$ cat src/rtl/bist_ctrl.sv
// bist_ctrl: LBIST sequencer and result collector.
//
// Seeds the test pattern generator, steps it through N_PAT patterns while the
// CUT input mux is in test mode, then waits LAT cycles for the trailing ORA
// results before reporting a verdict.
//
// Ports:
//   clk         system clock, rising edge
//   rst         asynchronous active-high reset
//   start       run request, honoured only in IDLE or DONE
//   ora_res     ORA result bit, 1 = mismatch
//   tpg_load    one-cycle TPG seed load pulse
//   tpg_en      TPG advance, one pattern per cycle
//   bist_mode   selects TPG patterns into the CUT
//   busy        high while SEED, RUN or DRAIN
//   done        high in DONE
//   pass        done and no mismatches seen
//   fail_cnt    saturating count of mismatching samples
//   first_fail  sample index of the first mismatch, all-ones if none
module bist_ctrl #(
    parameter int BIT   = 4,
    parameter int N_PAT = 2**BIT - 1,
    parameter int LAT   = 1,
    parameter int CNT_W = 8
) (
    input  logic             clk,
    input  logic             rst,
    input  logic             start,
    input  logic             ora_res,
    output logic             tpg_load,
    output logic             tpg_en,
    output logic             bist_mode,
    output logic             busy,
    output logic             done,
    output logic             pass,
    output logic [CNT_W-1:0] fail_cnt,
    output logic [CNT_W-1:0] first_fail
);

    localparam int PAT_W = (N_PAT > 1) ? $clog2(N_PAT) : 1;
    localparam int LAT_W = (LAT > 1) ? $clog2(LAT) : 1;

    typedef enum logic [2:0] {
        S_IDLE,
        S_SEED,
        S_RUN,
        S_DRAIN,
        S_DONE
    } state_t;

    state_t             state_reg, state_next;
    logic [PAT_W-1:0]   pat_cnt_reg, pat_cnt_next;
    logic [LAT_W-1:0]   lat_cnt_reg, lat_cnt_next;
    logic               clr;

    logic [LAT-1:0]     vld_reg;
    logic               sample;

    logic [CNT_W-1:0]   fail_cnt_reg;
    logic [CNT_W-1:0]   first_fail_reg;
    logic [CNT_W-1:0]   smp_idx_reg;

    // ------------------------------------------------------------------
    // Sequencer
    // ------------------------------------------------------------------
    always_ff @(posedge clk or posedge rst) begin
        if (rst) begin
            state_reg   <= S_IDLE;
            pat_cnt_reg <= '0;
            lat_cnt_reg <= '0;
        end else begin
            state_reg   <= state_next;
            pat_cnt_reg <= pat_cnt_next;
            lat_cnt_reg <= lat_cnt_next;
        end
    end

    always_comb begin
        state_next   = state_reg;
        pat_cnt_next = pat_cnt_reg;
        lat_cnt_next = lat_cnt_reg;
        clr          = 1'b0;
        case (state_reg)
            S_IDLE, S_DONE: begin
                if (start) begin
                    state_next   = S_SEED;
                    pat_cnt_next = '0;
                    clr          = 1'b1;
                end
            end
            S_SEED: begin
                state_next   = S_RUN;
                pat_cnt_next = '0;
            end
            S_RUN: begin
                if (pat_cnt_reg == PAT_W'(N_PAT - 1)) begin
                    state_next   = S_DRAIN;
                    lat_cnt_next = '0;
                end else begin
                    pat_cnt_next = pat_cnt_reg + PAT_W'(1);
                end
            end
            S_DRAIN: begin
                if (lat_cnt_reg == LAT_W'(LAT - 1)) begin
                    state_next = S_DONE;
                end else begin
                    lat_cnt_next = lat_cnt_reg + LAT_W'(1);
                end
            end
            default: state_next = S_IDLE;
        endcase
    end

    // Control outputs are pure decodes of the state register, so no input
    // can reach an output combinationally.
    assign tpg_load  = (state_reg == S_SEED);
    assign tpg_en    = (state_reg == S_RUN);
    assign busy      = (state_reg == S_SEED) || (state_reg == S_RUN) ||
                       (state_reg == S_DRAIN);
    assign bist_mode = busy;
    assign done      = (state_reg == S_DONE);
    assign pass      = done && (fail_cnt_reg == '0);

    // ------------------------------------------------------------------
    // Sample-valid pipeline: tracks each TPG step through the LAT-cycle
    // CUT/ORA latency so ora_res is only looked at when it belongs to a
    // pattern of this run.
    // ------------------------------------------------------------------
    always_ff @(posedge clk or posedge rst) begin
        if (rst) begin
            vld_reg[0] <= 1'b0;
        end else begin
            vld_reg[0] <= tpg_en;
        end
    end

    generate
        for (genvar gi = 1; gi < LAT; gi++) begin : g_vld
            always_ff @(posedge clk or posedge rst) begin
                if (rst) begin
                    vld_reg[gi] <= 1'b0;
                end else begin
                    vld_reg[gi] <= vld_reg[gi-1];
                end
            end
        end
    endgenerate

    assign sample = vld_reg[LAT-1];

    // ------------------------------------------------------------------
    // Result collector
    // ------------------------------------------------------------------
    always_ff @(posedge clk or posedge rst) begin
        if (rst) begin
            fail_cnt_reg   <= '0;
            first_fail_reg <= '1;
            smp_idx_reg    <= '0;
        end else if (clr) begin
            fail_cnt_reg   <= '0;
            first_fail_reg <= '1;
            smp_idx_reg    <= '0;
        end else if (sample) begin
            smp_idx_reg <= smp_idx_reg + CNT_W'(1);
            if (ora_res) begin
                // The two updates are independent: a saturated count does
                // not block first-fail capture and vice versa.
                if (fail_cnt_reg != '1) begin
                    fail_cnt_reg <= fail_cnt_reg + CNT_W'(1);
                end
                // All-ones cannot be a real index since N_PAT < 2**CNT_W.
                if (first_fail_reg == '1) begin
                    first_fail_reg <= smp_idx_reg;
                end
            end
        end
    end

    assign fail_cnt   = fail_cnt_reg;
    assign first_fail = first_fail_reg;

endmodule

$ cat config.mk
export PLATFORM = sky130hd
export DESIGN_NAME = bist_ctrl
export DESIGN_NICKNAME = d
export VERILOG_FILES = /design/src/rtl/bist_ctrl.sv
export SDC_FILE = /design/constraint.sdc
export NUM_CORES = 1
export LEC_CHECK = 0
export CORE_UTILIZATION = 47
export DETAILED_ROUTE_END_ITERATION = 10
export PLACE_DENSITY_LB_ADDON = 0.12
export SETUP_SLACK_MARGIN = 0.15
export SLEW_MARGIN = 15
export SYNTH_ARGS = -nofsm -noshare
export SYNTH_HDL_FRONTEND = slang
export SYNTH_SLANG_ARGS = --single-unit
$ cat constraint.sdc
create_clock -name clk -period 1.59 [get_ports clk]
set_input_delay 0.318 -clock clk [delete_from_list [all_inputs] [get_ports clk]]
set_output_delay 0.318 -clock clk [all_outputs]
set_load 0.01 [all_outputs]
==> results of run 1 <==
[cells by family after synthesis]
group / share of synthesized area
buffers and inverters: 0.0456
muxes: 0.0283
adders and majority gates: 0.0393
xor gates and xnor gates: 0.0550
AOI/OAI and AO/OA: 0.113
DFF: 0.509
and+or+nand+nor: 0.210
[power groups by stage]
stage	clock network, mW	registers, mW	logic (mW)
2_1_floorplan	0	1.30	0.775
3_3_place_gp	0	1.26	1.55
3_5_place_dp	0	1.27	1.60
4_1_cts	0.489	1.26	1.85
5_1_grt	0.530	1.29	2.24
6_report	0.488	1.27	2.05
[layout make-up]
class | count | area, µm²
fillers | 211 | 711
inverters | 9 | 33.8
well taps | 44 | 55.1
clock buffers | 8 | 58.8
multi-input cells | 113 | 858
flip-flops and latches | 32 | 811
repair buffers | 71 | 601
[worst reg2reg max path: stages (launching register included)]
cell	delay, ns
dfrtp_1	0.41
buf_6	0.12
or3b_4	0.37
buf_6	0.13
a31oi_4	0.15
o32a_4	0.19
mux2_4	0.29
[worst max-delay path by stage]
| stage | startpoint | endpoint | slack [ns] | depth (start not counted) |
|---|---|---|---|---|
| 4_1_cts | state_reg[0] | pat_cnt_reg[1] | -0.16 | 6 |
| 6_report | state_reg[0] | pat_cnt_reg[1] | -0.18 | 6 |
| 3_5_place_dp | fail_cnt[0] | pass | -0.22 | 5 |
| 3_3_place_gp | fail_cnt[0] | pass | -0.17 | 5 |
| 5_1_grt | state_reg[0] | pat_cnt_reg[1] | -0.22 | 6 |
| 2_1_floorplan | state_reg[1] | pat_cnt_reg[1] | -0.02 | 5 |
[cell usage in the layout (no fill, tap or decap), types with 3 or more instances in the layout]
| cell | count |
|---|---|
| xnor2_1 | 4 |
| dfrtp_1 | 24 |
| nand2_1 | 16 |
| clkdlybuf4s50_1 | 3 |
| dfstp_2 | 8 |
| ha_1 | 4 |
| xor2_1 | 5 |
| buf_4 | 31 |
| clkbuf_4 | 5 |
| o21ai_0 | 10 |
| a21oi_1 | 3 |
| nand3_1 | 4 |
| clkbuf_2 | 9 |
| clkdlybuf4s15_1 | 3 |
| buf_6 | 18 |
| nand4_1 | 7 |
| o21ai_1 | 3 |
| buf_2 | 5 |
| inv_1 | 7 |
| nor2_1 | 16 |
[per-layer routing]
layer	up-vias	global-route usage	wire length (µm)
met5	-	0	0
met4	0	0.0797	55
met3	6	0.0411	135
met2	33	0.394	2160
met1	739	0.274	1700
li1	710	-	-
[stage by stage]
stage | hold slack (ns) | setup WS, ns | TNS (ns) | utilization | cells
floorplan | 0.425 | -0.0159 | -0.0159 | - | 160
global placement | 0.475 | -0.170 | -1.93 | 0.665 | 250
detailed placement | 0.479 | -0.219 | -2.45 | 0.665 | 250
CTS | 0.333 | -0.160 | -0.769 | 0.727 | 266
global route | 0.332 | -0.215 | -1.65 | 0.773 | 277
finish | 0.319 | -0.183 | -1.19 | 0.773 | 277
[repair_timing]
action / 4_1_cts / 5_1_grt
setup endpoints to repair: 31 / 50
setup buffers: 8 / 10
pin swaps: 7 / 10
gates resized for setup: 81 / 45
gates cloned: 0 / 1
==> results_dict.tcl, run 1 <==
set metrics [dict create \
    fin_crit_ns 1.77 \
    grt_max_degree 33 \
    viasPerCell 5.37 \
    path_clk_slew_ns 0.09 \
    syn_area_per_cell_um2 9.95 \
    synth-seq-area-share 0.509 \
    cts.root.buffer_cell "clkbuf_4" \
    synth_edf_count 0 \
    drc 0 \
    r2r_end "pat_cnt_reg[1]" \
    ys.flop_type "dfrtp_1" \
    post-route-period-util 1.11 \
    rsz0062_at_grt "yes" \
    reg2reg_depth 6 \
    start_util 0.509 \
    placed_area_um2 2080 \
    p_sw_mw 1.37 \
    drtIter0Drc 56 \
    antenna_found_initial 0 \
    grt_first_pass_wirelength_um 5920 \
    grt.overflow.total 0 \
    synth_top_area_cell "dfrtp_1" \
    ir_worst_vdd_mv 1.11 \
    syn_to_final_growth_pct 51.8 \
    synth_cells 160 \
    path_class "reg -> reg" \
    violations "setup timing" \
    cts_buffers 5 \
    tritoncts "built" \
    hold_viol 0 \
    fin_area_um2 2420 \
    yosys-top-cells-count "dfrtp_1, nand2_1, nor2_1, o21ai_0, inv_1" \
    clk_path_buf_depth 2 \
    port_buffers 25 \
    reg2reg_slack_ns -0.18 \
    power.total_mw 3.80 \
    crit_path_end_kind "flop" \
    synth_nets 169 \
    synthTopCellsByArea "dfrtp_1, dfstp_2, o21ai_0, nand2_1, nor2_1" \
    die_h_um 60.2 \
    layout_setup_ws_ns -0.183 \
    path_delay_family "flip-flops" \
    wl_um 4050 \
    setup_viol 10 \
    cp-start-kind "flop" \
    yosys.cell_types.count 36 \
    fin_skew_ns 0.00922 \
    tightestPinTransition_ns 0.311 \
    finalMaxSlewViolations 0 \
    num_rows 20 \
    fp.coreArea_um2 3130 \
    ant_nets 0 \
    crit_fanout 2 \
    cts.htree.levels 2 \
    insertion_delay_ns 0.33 \
    grt_pass1_vias 1325 \
    io_pins 26 \
    status "complete, but fails checks" \
    insertedDiodeCount 0 \
    path_buf_inv 2 \
    gp_congestion 0.830 \
    wire_per_inst_um 14.6 \
    critPathArrivalTime_ns 1.99 \
    seqPwrFrac 0.333 \
    final_nets 241 \
    fmax_mhz 564 \
    cp_data_required_time_ns 1.81 \
    vias 1488 \
    yosys.area.top_type_share 0.377 \
    pwr-share-clk 0.128 \
    path_cells "buf_6 -> or3b_4 -> buf_6 -> a31oi_4 -> o32a_4 -> mux2_4" \
    power_frac_comb 0.539 \
    switching_share 0.361 \
    hpwl_um 2480 \
    yosys_warnings 0 \
    synth.most_common_cell "dfrtp_1" \
    regToRegStartpoint "state_reg[0]" \
    cp_common_cell "buf_6" \
    holdBufCountCts 0 \
    cp_slowest_stage_delay_ns 0.41 \
    drive_above_1_share 0.464 \
    leakagePower_nw 1.11 \
    grt_use_total 0.225 \
    ys_ff_latch 32 \
    min_path_type "in -> async" \
    die-width_um 60.2 \
    async_reset_ff_frac 1.00 \
    die-area_um2 3630 \
    powerDensity_nw_per_um2 1570 \
    synthesis.area_um2 1590 \
    drt_first_pass_iters 4 \
    drv_cap 0 \
    p_int_mw 2.43 \
    slew_headroom 0.791 \
    crit_slowest_cell "dfrtp_1" \
    cts_sinks 32 \
]
No activity file was read; power rests on OpenSTA's default activity.
==> inputs of run 2 (changes only) <==
--- a/config.mk
+++ b/config.mk
@@ -5,7 +5,7 @@
 export SDC_FILE = /design/constraint.sdc
 export NUM_CORES = 1
 export LEC_CHECK = 0
-export CORE_UTILIZATION = 47
+export CORE_UTILIZATION = 52
 export DETAILED_ROUTE_END_ITERATION = 10
 export PLACE_DENSITY_LB_ADDON = 0.12
 export SETUP_SLACK_MARGIN = 0.15
==> constraint.sdc (replaced) <==
create_clock -name clk -period 1.8 [get_ports clk]
set_input_delay 0.36 -clock clk [delete_from_list [all_inputs] [get_ports clk]]
set_output_delay 0.36 -clock clk [all_outputs]
set_load 0.01 [all_outputs]
==> results_dict.tcl, run 2 (synthesized netlist as in run 1, its figures left out) <==
set metrics [dict create \
    status "complete, but fails checks" \
    violations "DRC" \
    insertion_delay_ns 0.35 \
    grt_first_pass_wirelength_um 6220 \
    num_rows 19 \
    path_class "reg -> out" \
    hold_viol 0 \
    power.total_mw 3.23 \
    setup_viol 0 \
    die-width_um 57.3 \
    tightestPinTransition_ns 0.410 \
    grt_use_total 0.253 \
    ant_nets 0 \
    clk_path_buf_depth 2 \
    hpwl_um 2510 \
    pre_cts_ws_ns -0.0312 \
    crit_fanout 2 \
    fin_skew_ns 0.0107 \
    post-route-util 0.790 \
    fmax_mhz 559 \
    hold_slack_ns 0.379 \
    slew_headroom 0.723 \
    cp-start-kind "flop" \
    grt.overflow.total 0 \
    final_common_cell "buf_4" \
    final_nets 228 \
    crit_path_end_kind "output pin" \
    wire_per_inst_um 15.6 \
    cts.htree.levels 2 \
    die_h_um 57.3 \
    crit_slowest_cell "dfrtp_1" \
    antenna_found_initial 0 \
    cts_sinks 32 \
    start_util 0.563 \
    min_path_type "in -> async" \
    syn_to_final_growth_pct 40.4 \
    drt_first_pass_iters 8 \
    path_cells "inv_1 -> ha_4 -> nor4b_4 -> and3_1 -> buf_2" \
    powerDensity_nw_per_um2 1440 \
    viasPerCell 5.65 \
    fp.coreArea_um2 2830 \
    finalMaxSlewViolations 0 \
    layout_setup_ws_ns 0.0104 \
    fin_area_um2 2240 \
    layout_common_cells "buf_4, dfrtp_1, nand2_1, nor2_1, dlygate4sd2_1" \
    cts_buffers 5 \
    leakagePower_nw 1.06 \
    gp_congestion 0.863 \
    ir_worst_vdd_mv 0.938 \
    io_pins 26 \
    wl_um 3910 \
    placed_area_um2 1990 \
    drtIter0Drc 94 \
    die-area_um2 3290 \
    vias 1417 \
    dpl.cell_count 230 \
    setup_tns_ns 0 \
    critPathArrivalTime_ns 1.43 \
    finalNonFillerCells 251 \
    cts.root.buffer_cell "clkbuf_4" \
    insertedDiodeCount 0 \
    drive_above_1_share 0.341 \
    fin_crit_ns 1.79 \
    grt_pass1_vias 1393 \
    post-route-period-util 0.994 \
    drc 3 \
    cp_data_required_time_ns 1.44 \
    port_buffers 25 \
    holdBufCountCts 0 \
    rsz0062_at_grt "yes" \
    path_clk_slew_ns 0.11 \
    drv_cap 0 \
    tritoncts "built" \
    grt_max_degree 33 \
    cp_slowest_stage_delay_ns 0.40 \
]
[run 2: worst paths after layout]
check / from / endpoint / slack [ns] / depth (start not counted)
worst min-delay path: rst / pat_cnt_reg[1] / 0.38 / 3
worst max-delay path: fail_cnt[1] / pass / 0.01 / 5
min in group clk: first_fail[3] / first_fail[3] / 0.49 / 2
max in group asynchronous: rst / first_fail[6] / 1.09 / 3
worst max register to register: state_reg[0] / pat_cnt_reg[1] / 0.10 / 5
worst min register to register: first_fail[3] / first_fail[3] / 0.49 / 2
[run 2: where the power goes]
part           leakage, nW  internal [mW]  switching (mW)  total, mW
logic                0.620          0.911           0.777       1.69
clock network       0.0349          0.150           0.267      0.417
registers            0.408          0.944           0.177       1.12
total                 1.06           2.01            1.22       3.23
[run 2: metal layers]
metal	wire (µm)	track usage	vias up
met5	0	0	-
met4	95	0.132	0
met3	120	0.0476	12
met2	2060	0.414	39
met1	1630	0.320	696
li1	-	-	670
[run 2: timing repair]
action                     4_1_cts  5_1_grt
hold endpoints to repair         0        0
pin swaps                        3        8
setup endpoints to repair       25       17
gates resized for setup         48       24
buffers inserted                 8        5
[run 2: worst max-delay path: cells and delay by family (launching register included)]
family                   cells  cell delay, ns
flip-flops                   1            0.40
buffers and inverters        2            0.23
adder cells (fa/ha/maj)      1            0.13
AND/OR/NAND/NOR              2            0.33
[run 2: cell type report]
| class | count | area [µm²] |
|---|---|---|
| Sequential cell | 32 | 812 |
| Tap cell | 31 | 38.8 |
| Fill cell | 185 | 593 |
| Timing Repair Buffer | 58 | 494 |
| Clock inverter | 3 | 18.8 |
| Clock buffer | 5 | 37.5 |
| Inverter | 9 | 33.8 |
| Multi-Input combinational cell | 113 | 801 |
==> inputs of run 3 (changes only) <==
--- a/config.mk
+++ b/config.mk
@@ -5,6 +5,7 @@
 export SDC_FILE = /design/constraint.sdc
 export NUM_CORES = 1
 export LEC_CHECK = 0
+export ABC_CLOCK_PERIOD_IN_PS = 1800
 export CORE_UTILIZATION = 52
 export DETAILED_ROUTE_END_ITERATION = 10
 export PLACE_DENSITY_LB_ADDON = 0.12
==> constraint.sdc (replaced) <==
create_clock -name clk -period 1.8 [get_ports clk]
set_input_delay 0.36 -clock clk [delete_from_list [all_inputs] [get_ports clk]]
set_output_delay 0.36 -clock clk [all_outputs]
set_load 0.005 [all_outputs]
==> results_dict.tcl, run 3 (synthesized netlist as in run 1, its figures left out) <==
set metrics [dict create \
    status "complete, but fails checks" \
    violations "DRC" \
    layout_common_cells "buf_4, dfrtp_1, nand2_1, nor2_1, buf_6" \
    viasPerCell 5.80 \
    fin_skew_ns 0.0102 \
    drc 3 \
    slew_headroom 0.734 \
    die_h_um 57.3 \
    post-route-period-util 0.994 \
    rsz0062_at_grt "yes" \
    cp_data_required_time_ns 1.44 \
    vias 1530 \
    path_class "reg -> out" \
    insertion_delay_ns 0.35 \
    grt_use_total 0.273 \
    port_buffers 25 \
    wl_um 4380 \
    hold_viol 0 \
    clk_path_buf_depth 2 \
    ant_nets 0 \
    wl_met2_um 2320 \
    placed_area_um2 2000 \
    antenna_found_initial 0 \
    min_path_type "in -> async" \
    fmax_mhz 559 \
    tritoncts "built" \
    grt_first_pass_wirelength_um 6660 \
    die-area_um2 3290 \
    finalNonFillerCells 264 \
    finalMaxSlewViolations 0 \
    critPathArrivalTime_ns 1.43 \
    setup_tns_ns 0 \
    syn_to_final_growth_pct 49.7 \
    hpwl_um 2600 \
    die-width_um 57.3 \
    fill_cells 140 \
    power.total_mw 3.35 \
    drive_above_1_share 0.399 \
    setup_viol 0 \
    grt.overflow.total 0 \
    holdBufCountCts 0 \
    path_clk_slew_ns 0.10 \
    wire_per_inst_um 16.6 \
    cts.root.buffer_cell "clkbuf_4" \
    fin_crit_ns 1.79 \
    gp_congestion 0.865 \
    ir_worst_vdd_mv 0.967 \
    insertedDiodeCount 0 \
    drtIter0Drc 88 \
    regToRegStartpoint "state_reg[2]" \
    cts_sinks 32 \
    crit_fanout 2 \
    powerDensity_nw_per_um2 1400 \
    leakagePower_nw 1.15 \
    cts_buffers 5 \
    tightestPinTransition_ns 0.399 \
    cp-start-kind "flop" \
    fin_area_um2 2380 \
    fp.coreArea_um2 2830 \
    route.met3.wl_um 214 \
    dpl.cell_count 231 \
    drv_cap 0 \
    io_pins 26 \
    cts.htree.levels 2 \
    drt_first_pass_iters 7 \
    highest_layer "met4" \
    final_common_cell "buf_4" \
    final_nets 241 \
    crit_path_end_kind "output pin" \
    m1WireLength_um 1700 \
    crit_start "fail_cnt[1]" \
    num_rows 19 \
    grt_pass1_vias 1511 \
    grt_max_degree 33 \
    start_util 0.563 \
]
-- run 3: per-stage QoR --
| stage | util | hold WS [ns] | setup slack, ns |
|---|---|---|---|
| after floorplan | - | 0.467 | 0.194 |
| after global placement | 0.707 | 0.476 | 0.00210 |
| after detailed placement | 0.707 | 0.480 | -0.0855 |
| after CTS | 0.796 | 0.397 | 0.0371 |
| after global routing | 0.843 | 0.416 | -0.0649 |
| final | 0.843 | 0.385 | 0.0116 |
-- run 3: cell type report --
class	count	area, µm²	share of cell area
clock buffers	6	51.3	0.0215
clock inverters	2	10.0	0.00420
inverters	9	33.8	0.0142
multi-input cells	113	830	0.348
flip-flops and latches	32	812	0.341
well taps	31	38.8	0.0163
repair buffers	71	609	0.256
-- run 3: layer usage --
metal,global-route usage,vias to the layer above
li1,-,702
met1,0.313,738
met2,0.460,68
met3,0.0816,22
met4,0.139,0
met5,0,-
-- run 3: critical path: stages, from the launching register on --
cell     delay, ns
dfrtp_1       0.40
inv_2         0.08
ha_4          0.12
nor4b_4       0.18
and3_1        0.19
buf_2         0.11
-- run 3: worst paths after layout --
path / cells after the start / endpoint / slack, ns
max in group asynchronous: 3 / first_fail[6] / 1.09
min in group clk: 2 / first_fail[3] / 0.51
min: 3 / smp_idx_reg[3] / 0.38
max: 5 / pass / 0.01
max reg2reg: 5 / pat_cnt_reg[1] / 0.11
min reg2reg: 2 / first_fail[3] / 0.51
-- run 3: repair_timing --
action                                  4_1_cts  5_1_grt
endpoints found under the setup margin       23       24
setup buffers                                20        5
resized for setup                            60       23
pin swaps                                     6       10
-- run 3: report_power, final --
group          leakage [nW]  internal [mW]  switching (mW)
Sequential            0.408          0.945           0.179
Combinational         0.699           1.01           0.771
Clock                0.0380          0.186           0.259
Total                  1.15           2.14            1.21
